File: src/rtl/sampler_sweep_controller.sv
// Sweep controller for the MCMC proposal datapath.
// For each variable, it fetches segment info and holds it on the Sampler for
// SAMPLER_LAT cycles. It then captures the proposed value and issues one
// register-file write. This repeats for a programmed number of sweeps.
module sampler_sweep_controller #(
   parameter int unsigned NUM_VARS    = 4,
   parameter int unsigned IDX_W       = 2,
   parameter int unsigned SAMPLER_LAT = 2
) (
   input  logic                    in_clock,
   input  logic                    in_reset_n,
   input  logic                    in_start,
   input  logic                    in_abort,
   input  logic [7:0]              in_num_sweeps,
   output logic                    out_busy,
   output logic                    out_done,
   output logic                    out_seg_req,
   output logic [IDX_W-1:0]        out_seg_var_index,
   input  logic                    in_seg_valid,
   input  logic signed [7:0]       in_seg_from,
   input  logic signed [7:0]       in_seg_to,
   input  logic signed [7:0]       in_seg_weight,
   input  logic [1:0]              in_seg_type,
   output logic signed [7:0]       out_smp_from,
   output logic signed [7:0]       out_smp_to,
   output logic signed [7:0]       out_smp_weight,
   output logic [1:0]              out_smp_type,
   output logic                    out_smp_enable,
   input  logic signed [7:0]       in_smp_value,
   output logic                    out_wr_en,
   output logic [IDX_W-1:0]        out_wr_index,
   output logic signed [7:0]       out_wr_value,
   output logic [7:0]              out_sweep_count,
   output logic [7:0]              out_skip_count
);

   localparam int unsigned CntW = $clog2(SAMPLER_LAT + 1);
   localparam logic [IDX_W-1:0] LastIdx = IDX_W'(NUM_VARS - 1);
   localparam logic [CntW-1:0]  LatInit = CntW'(SAMPLER_LAT);

   typedef enum logic [2:0] {StIdle, StReq, StDrive, StWrite, StDone} state_e;

   state_e            state_q, state_d;
   logic [IDX_W-1:0]  idx_q, idx_d;
   logic [CntW-1:0]   cnt_q, cnt_d;
   logic [7:0]        sweeps_q, sweeps_d;
   logic [7:0]        sweep_cnt_q, sweep_cnt_d;
   logic [7:0]        skip_cnt_q, skip_cnt_d;
   logic signed [7:0] smp_from_q, smp_from_d;
   logic signed [7:0] smp_to_q, smp_to_d;
   logic signed [7:0] smp_weight_q, smp_weight_d;
   logic [1:0]        smp_type_q, smp_type_d;
   logic [IDX_W-1:0]  wr_index_q, wr_index_d;
   logic signed [7:0] wr_value_q, wr_value_d;

   // Shared "advance to next variable" terms, used by WRITE and by skipped segments.
   logic              last_var;
   logic [7:0]        sweep_next;
   logic [IDX_W-1:0]  idx_next;
   state_e            adv_state;

   // Next-variable bookkeeping.
   always_comb begin
      last_var   = (idx_q == LastIdx);
      sweep_next = sweep_cnt_q + 8'd1;
      idx_next   = last_var ? '0 : idx_q + IDX_W'(1);
      adv_state  = (last_var && (sweep_next == sweeps_q)) ? StDone : StReq;
   end

   // State and datapath registers.
   always_ff @(posedge in_clock or negedge in_reset_n) begin
      if (!in_reset_n) begin
         state_q      <= StIdle;
         idx_q        <= '0;
         cnt_q        <= '0;
         sweeps_q     <= '0;
         sweep_cnt_q  <= '0;
         skip_cnt_q   <= '0;
         smp_from_q   <= '0;
         smp_to_q     <= '0;
         smp_weight_q <= '0;
         smp_type_q   <= '0;
         wr_index_q   <= '0;
         wr_value_q   <= '0;
      end else begin
         state_q      <= state_d;
         idx_q        <= idx_d;
         cnt_q        <= cnt_d;
         sweeps_q     <= sweeps_d;
         sweep_cnt_q  <= sweep_cnt_d;
         skip_cnt_q   <= skip_cnt_d;
         smp_from_q   <= smp_from_d;
         smp_to_q     <= smp_to_d;
         smp_weight_q <= smp_weight_d;
         smp_type_q   <= smp_type_d;
         wr_index_q   <= wr_index_d;
         wr_value_q   <= wr_value_d;
      end
   end

   // Next-state logic and strobes; abort wins over every other event.
   always_comb begin
      state_d      = state_q;
      idx_d        = idx_q;
      cnt_d        = cnt_q;
      sweeps_d     = sweeps_q;
      sweep_cnt_d  = sweep_cnt_q;
      skip_cnt_d   = skip_cnt_q;
      smp_from_d   = smp_from_q;
      smp_to_d     = smp_to_q;
      smp_weight_d = smp_weight_q;
      smp_type_d   = smp_type_q;
      wr_index_d   = wr_index_q;
      wr_value_d   = wr_value_q;
      out_seg_req    = 1'b0;
      out_smp_enable = 1'b0;
      out_wr_en      = 1'b0;
      out_done       = 1'b0;

      unique case (state_q)
         StIdle: begin
            if (in_start) begin
               if (in_num_sweeps == 8'd0) begin
                  state_d = StDone;
               end else begin
                  sweeps_d    = in_num_sweeps;
                  idx_d       = '0;
                  sweep_cnt_d = '0;
                  skip_cnt_d  = '0;
                  state_d     = StReq;
               end
            end
         end
         StReq: begin
            out_seg_req = 1'b1;
            if (in_abort) begin
               state_d = StIdle;
            end else if (in_seg_valid) begin
               if (in_seg_type != 2'd0) begin
                  smp_from_d   = in_seg_from;
                  smp_to_d     = in_seg_to;
                  smp_weight_d = in_seg_weight;
                  smp_type_d   = in_seg_type;
                  cnt_d        = LatInit;
                  state_d      = StDrive;
               end else begin
                  // Invalid segment: count it and move on without a write.
                  if (skip_cnt_q != 8'hff) begin
                     skip_cnt_d = skip_cnt_q + 8'd1;
                  end
                  idx_d   = idx_next;
                  if (last_var) begin
                     sweep_cnt_d = sweep_next;
                  end
                  state_d = adv_state;
               end
            end
         end
         StDrive: begin
            out_smp_enable = 1'b1;
            if (in_abort) begin
               state_d = StIdle;
            end else if (cnt_q <= CntW'(1)) begin
               cnt_d      = '0;
               wr_value_d = in_smp_value;
               wr_index_d = idx_q;
               state_d    = StWrite;
            end else begin
               cnt_d = cnt_q - CntW'(1);
            end
         end
         StWrite: begin
            out_wr_en = !in_abort;
            if (in_abort) begin
               state_d = StIdle;
            end else begin
               idx_d = idx_next;
               if (last_var) begin
                  sweep_cnt_d = sweep_next;
               end
               state_d = adv_state;
            end
         end
         StDone: begin
            out_done = !in_abort;
            state_d  = StIdle;
         end
         default: begin
            state_d = StIdle;
         end
      endcase
   end

   assign out_busy          = (state_q != StIdle);
   assign out_seg_var_index = idx_q;
   assign out_smp_from      = smp_from_q;
   assign out_smp_to        = smp_to_q;
   assign out_smp_weight    = smp_weight_q;
   assign out_smp_type      = smp_type_q;
   assign out_wr_index      = wr_index_q;
   assign out_wr_value      = wr_value_q;
   assign out_sweep_count   = sweep_cnt_q;
   assign out_skip_count    = skip_cnt_q;

endmodule
File: config.mk
export PLATFORM = sky130hd
export DESIGN_NAME = sampler_sweep_controller
export DESIGN_NICKNAME = d
export VERILOG_FILES = /design/src/rtl/sampler_sweep_controller.sv
export SDC_FILE = /design/constraint.sdc
export NUM_CORES = 1
export LEC_CHECK = 0
export BUFFER_PORTS_ARGS = -buffer_cell sky130_fd_sc_hd__buf_2
export CAP_MARGIN = 20
export CORE_UTILIZATION = 45
export DETAILED_ROUTE_END_ITERATION = 10
export PLACE_DENSITY = 0.73
export SYNTH_ARGS = -nofsm -noshare
export SYNTH_HDL_FRONTEND = slang
export SYNTH_SLANG_ARGS = --single-unit
File: constraint.sdc
create_clock -name in_clock -period 5.4 [get_ports in_clock]
set_input_delay 0.54 -clock in_clock [delete_from_list [all_inputs] [get_ports in_clock]]
set_output_delay 0.54 -clock in_clock [all_outputs]
set_load 0.02 [all_outputs]
==> reports/qor.txt, run 1 <==
Avg Vias per Cell: 5.09
Placement Cell Area: 0.00382 mm2
Number of placement rows: 30
Final worst path period share: 39.4%
# nets final: 443
Number of levels the H-tree was split into: 3
Per-instance average area after synthesis: 11.3 um2
Cell at the root of the clock tree: sky130_fd_sc_hd__clkbuf_8
Startpoint types: register
Core area: 0.00687 mm2
Max Cap Viol: 0
CP Max Fanout: 16
Number of enable flip-flop cells after synthesis: 0
Number of storage elements in the synthesis netlist: 67
Minimum clock period: 2.13 ns
Vias: 2,513
WS Path Type: reg2out
N_diodes: 0
Number of nets produced by synthesis: 334
Area grow syn2layout: 25.7%
Clock buffer count from CTS: 9
Lkg Pwr: 2.00 nW
Run status: finished, final reports clean
Max-slew violations: 0
PD cells: 493 mW/mm2
Yosys top cell area share: 52.1%
Remaining number of nets flagged by the antenna check after routing: 0
Global routing usage summed across all routing layers: 19.7%
Boundary pin count: 106
Share of post-route cells with drive strength above 1: 44.0%
Number of instances in the synthesized netlist: 284
Final hold violation count: 0
Count of synthesis-stage warnings from yosys: 0
Setup slack at placement: 2.97 ns
Setup repair after global routing missed its margin: no
Number of buffers added on ports: 105
Worst hold slack: 0.359 ns
Count of final setup violators: 0
Critical Path Sink Type: primary output
Number of iterations in the first detailed-routing pass: 4
Worst Tran Pin Value: 0.840 ns
Achievable clock frequency: 470 MHz
Critical register-to-register path startpoint: out_sweep_count[0]$_DFFE_PN0P_
Largest vdd supply drop: 0.000272 V
Signal arrival time at the worst endpoint: 1.59 ns
Worst reg2reg path endpoint: state_q[2]$_DFFE_PN0P_
Die boundary height: 86.6 um
Synth cell count leaders: 67 x sky130_fd_sc_hd__dfrtp_1, 41 x sky130_fd_sc_hd__nand2_1, 36 x sky130_fd_sc_hd__mux2_2, 16 x sky130_fd_sc_hd__nor2_1, 16 x sky130_fd_sc_hd__o21ai_0
Sequential fraction of the synthesis area: 52.1%
Width of the die: 86.6 um
Post-CTS setup buffer count: 0
Maximum count of clock buffers along a single path: 2
Initial drt markers: 113
Post-route setup slack: 3.27 ns
Clock tree from TritonCTS: built
Via count of the first global-routing pass: 2,480
CTS clk-pin slew, worst paths: 0.08 ns
FFs w/ async S/R, synth: 100%
Final Wtd Congestion: 0.783
Overflow left after global routing: 0
Library cells used by synthesis: 54
Overall die area: 0.00750 mm2
Number of buffers inserted by hold repair at cts: 0
Pin count of the biggest net entering global routing: 68
Setup Total Neg Slack: 0 ns
Remaining routing DRC violations: 0
Slowest library cell on the worst path: sky130_fd_sc_hd__dfrtp_1
Leading post-synthesis cells by cell area: sky130_fd_sc_hd__dfrtp_1 52%, sky130_fd_sc_hd__mux2_2 13%, sky130_fd_sc_hd__nand2_1 4.8%, sky130_fd_sc_hd__xor2_1 2.7%, sky130_fd_sc_hd__o21ai_0 2.5%
Effective utilization at floorplan: 46.9%
Resized cells post-CTS: 0
# clock sinks: 67
Routed WL per cell: 13.7 um
Required arrival time at the worst endpoint: 4.86 ns
Synth area leader: sky130_fd_sc_hd__dfrtp_1
Detailed Route WL: 6750 um
Initial antenna violation count: 0
Most common cell in the netlist: sky130_fd_sc_hd__dfrtp_1
Cell area after synthesis: 0.00322 mm2
Setup slack on the worst flop-to-flop path: 3.31 ns
Layout Skew: 0.0125 ns
FF-to-FF path depth: 7
Total design power: 2.00 mW
Hold Crit Class: in2async
Ordered list of cells on the worst path: nor3b_1 -> buf_2
Half-perimeter wire length after placement: 4860 um
Design area: 0.00405 mm2
Source-to-sink clock delay at the later pin of the worst-skew pair: 0.35 ns
Stage delay of the slowest cell on the critical path: 0.63 ns
Wire length of the first global-routing pass: 11,200 um
Dominant register cell in the synthesized netlist: sky130_fd_sc_hd__dfrtp_1
Normalized max-slew margin: 44.0%
==> registers in the layout, summed over array words and instances (netlist names), 3 cells and up <==
register and cells:
sweeps_q 8, out_smp_weight 8, out_smp_to 8, out_wr_value 8, state_q 3, out_smp_from 8
out_skip_count 8, out_sweep_count 8
==> metrics by stage <==
step | instances | util (%)
after global routing | 494 | 58.9
final | 494 | 58.9
after detailed placement | 477 | 55.6
after CTS | 493 | 58.5
after floorplan | 284 | -
after global placement | 477 | 55.6
==> routing by layer <==
metal	wire (um)	part of all wire, %	GRT usage (%)	vias up
met5	0	0	0	-
met4	135	2.0	10.0	0
met3	351	5.2	5.62	12
met2	3450	51	33.9	63
met1	2810	42	22.3	1209
li1	-	-	-	1229
==> cell type report <==
type	instances	area, um2
Fill cell	594	2820
Sequential cell	67	1680
Multi-Input combinational cell	200	1460
Timing Repair Buffer	107	561
Clock buffer	9	124
Tap cell	96	120
Clock inverter	7	73.8
Inverter	8	30.0
==> logic make-up after synthesis <==
family                     share of synthesized area, %
buffers and inverters                              2.53
DFF                                                52.1
muxes                                              13.4
adders and majority gates                          1.17
and+or+nand+nor                                    17.2
AOI/OAI and AO/OA                                  9.64
xor gates and xnor gates                           4.08
==> worst max path at each step <==
stage | cells past startpoint | to | from
detailed placement | 4 | out_smp_to[0]$_DFFE_PN0P_ | state_q[2]$_DFFE_PN0P_
CTS | 4 | out_smp_weight[1]$_DFFE_PN0P_ | state_q[2]$_DFFE_PN0P_
finish | 2 | out_smp_enable | state_q[1]$_DFFE_PN0P_
floorplan | 5 | out_wr_value[0]$_DFFE_PN0P_ | state_q[2]$_DFFE_PN0P_
global route | 7 | state_q[2]$_DFFE_PN0P_ | out_sweep_count[0]$_DFFE_PN0P_
global placement | 4 | out_smp_from[4]$_DFFE_PN0P_ | state_q[2]$_DFFE_PN0P_
==> layout by cell type, fill, tap and decap left out, types with 3 or more instances in the layout <==
| cell type | netlist | final |
|---|---|---|
| sky130_fd_sc_hd__and3_1 | 3 | 3 |
| sky130_fd_sc_hd__clkbuf_8 | 0 | 9 |
| sky130_fd_sc_hd__nand2b_1 | 6 | 6 |
| sky130_fd_sc_hd__xor2_1 | 10 | 10 |
| sky130_fd_sc_hd__nor2_1 | 16 | 16 |
| sky130_fd_sc_hd__o22ai_1 | 3 | 3 |
| sky130_fd_sc_hd__mux2_2 | 36 | 36 |
| sky130_fd_sc_hd__o21ai_0 | 16 | 16 |
| sky130_fd_sc_hd__nand3_1 | 7 | 7 |
| sky130_fd_sc_hd__xnor2_1 | 5 | 5 |
| sky130_fd_sc_hd__o31ai_1 | 4 | 4 |
| sky130_fd_sc_hd__ha_1 | 3 | 3 |
| sky130_fd_sc_hd__a21oi_1 | 6 | 6 |
| sky130_fd_sc_hd__nand4_1 | 4 | 4 |
| sky130_fd_sc_hd__nand2_1 | 41 | 41 |
| sky130_fd_sc_hd__buf_2 | 5 | 105 |
| sky130_fd_sc_hd__dfrtp_1 | 67 | 67 |
| sky130_fd_sc_hd__inv_1 | 8 | 8 |
==> worst max-delay path, delay by kind of cell, from the launching register on <==
kind	cells	cell delay, ns
DFF	1	0.63
and+or+nand+nor	1	0.36
buffers and inverters	1	0.25
==> power by group <==
part / switching (mW) / internal, mW
clock: 0.205 / 0.215
sequential: 0.125 / 0.679
combinational: 0.448 / 0.324
total: 0.779 / 1.22
(Power assumes the default switching activity.)
==> run 2, diff against run 1 <==
- PLACE_DENSITY: 0.73 -> 0.76
- clock period: 5.4 -> 1.88 ns (I/O delays scaled with it)
==> run 2 against run 1 <==
Effect of this change:
- largest power group is now combinational logic
- clock skew about the same
- sequential power grew to 2.9 times the previous value
- core utilization increased by 2.2 points
- worst hold slack got worse by 0.29 ns
- final cell count up 2.6%
- sequential cell count stayed put
- largest cell class unchanged
- worst setup slack got worse by 3.2 ns
- register-to-register slack got worse by 3.2 ns
- clock power rose to 3.0 times the previous value
- critical path depth up 4
- clock-buffer cell count increased by 2
- design area up 3.8%
==> reports/qor.txt, run 2 (synthesis results as in run 1) <==
Remaining routing DRC violations: 0 (unchanged)
Core area: 0.00687 mm2 (unchanged)
Boundary pin count: 106 (unchanged)
Number of buffers added on ports: 105 (unchanged)
Largest vdd supply drop: 0.000764 V (was 0.000272 V)
Source-to-sink clock delay at the later pin of the worst-skew pair: 0.34 ns (was 0.35 ns)
# nets final: 456 (was 443)
Wire length of the first global-routing pass: 11,000 um (was 11,200 um)
Routed WL per cell: 13.5 um (was 13.7 um)
Area grow syn2layout: 30.5% (was 25.7%)
Detailed Route WL: 6820 um (was 6750 um)
Met2 usage in global routing: 33.0% (was 33.9%)
Worst reg2reg path endpoint: out_skip_count[3]$_DFFE_PN0P_ (was state_q[2]$_DFFE_PN0P_)
Cell family with the largest share of critical-path delay: simple AND/OR/NAND/NOR gates (was flip-flops)
Hold Startpoint: in_num_sweeps[6]
Number of iterations in the first detailed-routing pass: 4 (unchanged)
FF-to-FF path depth: 6 (was 7)
Number of placement rows: 30 (unchanged)
Cell at the root of the clock tree: sky130_fd_sc_hd__clkbuf_8 (unchanged)
Ordered list of cells on the worst path: and3_2 -> and4_2 -> a32oi_4 -> nand4_1 -> xor2_1 -> nor2_1 (was nor3b_1 -> buf_2)
Normalized max-slew margin: 70.2% (was 44.0%)
Global routing usage summed across all routing layers: 19.0% (was 19.7%)
Max-slew violations: 0 (unchanged)
CTS clk-pin slew, worst paths: 0.08 ns (about the same)
Avg Vias per Cell: 5.03 (was 5.09)
Final worst path period share: 94.0%
Clock buffer count from CTS: 9 (unchanged)
Required arrival time at the worst endpoint: 2.08 ns (was 4.86 ns)
Vias: 2,551 (was 2,513)
Width of the die: 86.6 um (unchanged)
Setup Total Neg Slack: 0 ns (unchanged)
Critical register-to-register path startpoint: out_skip_count[2]$_DFFE_PN0P_ (was out_sweep_count[0]$_DFFE_PN0P_)
Critical Path Sink Type: register (was primary output)
Hold endpoint: sweeps_q[6]$_DFFE_PN0P_
# clock sinks: 67 (unchanged)
Initial antenna violation count: 0 (unchanged)
Total of fill cells in the finished design: 587 (was 594)
CP Max Fanout: 8 (was 16)
Achievable clock frequency: 566 MHz
Run status: finished, final reports clean (unchanged)
Half-perimeter wire length after placement: 5050 um (was 4860 um)
Minimum clock period: 1.77 ns
Effective utilization at floorplan: 46.9% (unchanged)
Lkg Pwr: 2.07 nW (was 2.00 nW)
Via count of the first global-routing pass: 2,392 (was 2,480)
Stage delay of the slowest cell on the critical path: 0.43 ns (was 0.63 ns)
Leading cell type in the layout, fill and taps excluded: sky130_fd_sc_hd__buf_2 (unchanged)
PD cells: 1390 mW/mm2 (was 493 mW/mm2)
Final hold violation count: 0 (unchanged)
Remaining number of nets flagged by the antenna check after routing: 0 (unchanged)
Final Wtd Congestion: 0.799 (was 0.783)
Layout Skew: 0.0130 ns (was 0.0125 ns)
WS Path Type: reg2reg (was reg2out)
Slowest library cell on the worst path: sky130_fd_sc_hd__dfrtp_1 (unchanged)
N_diodes: 0 (unchanged)
Grt met3 use: 4.29% (was 5.62%)
Maximum count of clock buffers along a single path: 2 (unchanged)
Global-route layer with the greatest usage: met2 (unchanged)
Design area: 0.00420 mm2 (was 0.00405 mm2)
Met1 layer usage reported by global route: 22.8% (was 22.3%)
Worst Tran Pin Value: 0.448 ns (was 0.840 ns)
Pin count of the biggest net entering global routing: 68 (unchanged)
Overall die area: 0.00750 mm2 (unchanged)
Clock tree from TritonCTS: built (unchanged)
Startpoint types: register (unchanged)
Commonest cells after routing, fill and taps aside: 105 x sky130_fd_sc_hd__buf_2, 63 x sky130_fd_sc_hd__dfrtp_1, 41 x sky130_fd_sc_hd__nand2_1 (was 105 x sky130_fd_sc_hd__buf_2, 67 x sky130_fd_sc_hd__dfrtp_1, 41 x sky130_fd_sc_hd__nand2_1)
Signal arrival time at the worst endpoint: 1.97 ns (was 1.59 ns)
Initial drt markers: 84 (was 113)
Die boundary height: 86.6 um (unchanged)
Overflow left after global routing: 0 (unchanged)
Number of levels the H-tree was split into: 3 (unchanged)
Hold path depth: 3
Max Cap Viol: 0 (unchanged)
Crit. Startpoint: out_skip_count[2]$_DFFE_PN0P_ (was state_q[1]$_DFFE_PN0P_)
Setup repair after global routing missed its margin: no (unchanged)
Setup slack on the worst flop-to-flop path: 0.11 ns (was 3.31 ns)
Count of final setup violators: 0 (unchanged)
Placement Cell Area: 0.00394 mm2 (was 0.00382 mm2)
Share of post-route cells with drive strength above 1: 47.2% (was 44.0%)
Crit path buf inv count: 0 (was 1)
Hold Crit Class: in2reg (was in2async)
## run 2: changes by cell type in the layout (fill, tap and decap cells not counted), sizes merged
cell | before | now
clkinv | 3 | 2
buf | 107 | 119
dlygate4sd3 | 0 | 1
clkbuf | 9 | 11
inv | 10 | 9
## run 2: power by group
part           internal (mW)  total [mW]  switching [mW]
logic                  0.985        2.31            1.33
registers               1.96        2.30           0.348
clock network          0.690        1.24           0.552
total                   3.63        5.86            2.23
## run 2: what timing repair did
item / 4_1_cts / 5_1_grt
endpoints found under the setup margin: 2 / 35
hold endpoints to repair: 67 / 0
hold buffers: 1 / 0
pin swaps: 1 / 2
cloned: 0 / 0
setup buffers: 0 / 2
resized for setup: 2 / 3
## run 2: worst max-delay path by stage
stage | slack, ns | endpoint | depth (start not counted)
final | 0.11 | out_skip_count[3]$_DFFE_PN0P_ | 6
after global routing | 0.0009 | out_wr_index[0]$_DFFE_PN0P_ | 4
after CTS | 0.04 | state_q[2]$_DFFE_PN0P_ | 7
after detailed placement | 0.006 | state_q[0]$_DFFE_PN0P_ | 7
after global placement | 0.08 | state_q[0]$_DFFE_PN0P_ | 7
after floorplan | 0.04 | state_q[2]$_DFFE_PN0P_ | 7
## run 2: layout make-up
class                   count  area, um2  share of cell area [%]
clock buffers              11        151                    3.60
flip-flops and latches     67       1680                    40.0
clock inverters             5       60.1                    1.43
inverters                   8       30.0                   0.715
well taps                  96        120                    2.86
repair buffers            120        666                    15.8
multi-input cells         200       1490                    35.5
## run 2: worst register-to-register path, stage by stage (launching register included)
cell and delay, ns:
sky130_fd_sc_hd__dfrtp_1 0.43, sky130_fd_sc_hd__and3_2 0.25, sky130_fd_sc_hd__and4_2 0.26, sky130_fd_sc_hd__a32oi_4 0.33, sky130_fd_sc_hd__nand4_1 0.16, sky130_fd_sc_hd__xor2_1 0.16, sky130_fd_sc_hd__nor2_1 0.06
## run 2: per-stage QoR
step | hold slack, ns | util (%) | setup slack (ns) | cells | power, mW
2_1_floorplan | -0.108 | - | 0.0424 | 284 | 3.83
5_1_grt | 0.0494 | 61.2 | 0.000860 | 507 | 6.26
6_report | 0.0649 | 61.2 | 0.113 | 507 | 5.86
3_3_place_gp | 0.233 | 57.4 | 0.0753 | 488 | 4.56
3_5_place_dp | 0.237 | 57.4 | 0.00611 | 488 | 4.63
4_1_cts | 0.0514 | 60.9 | 0.0430 | 505 | 5.92
## run 2: layer usage
layer | part of all wire, % | routed length [um]
met1 | 42 | 2890
met2 | 52 | 3540
met3 | 3.9 | 264
met4 | 1.9 | 130
met5 | 0 | 0
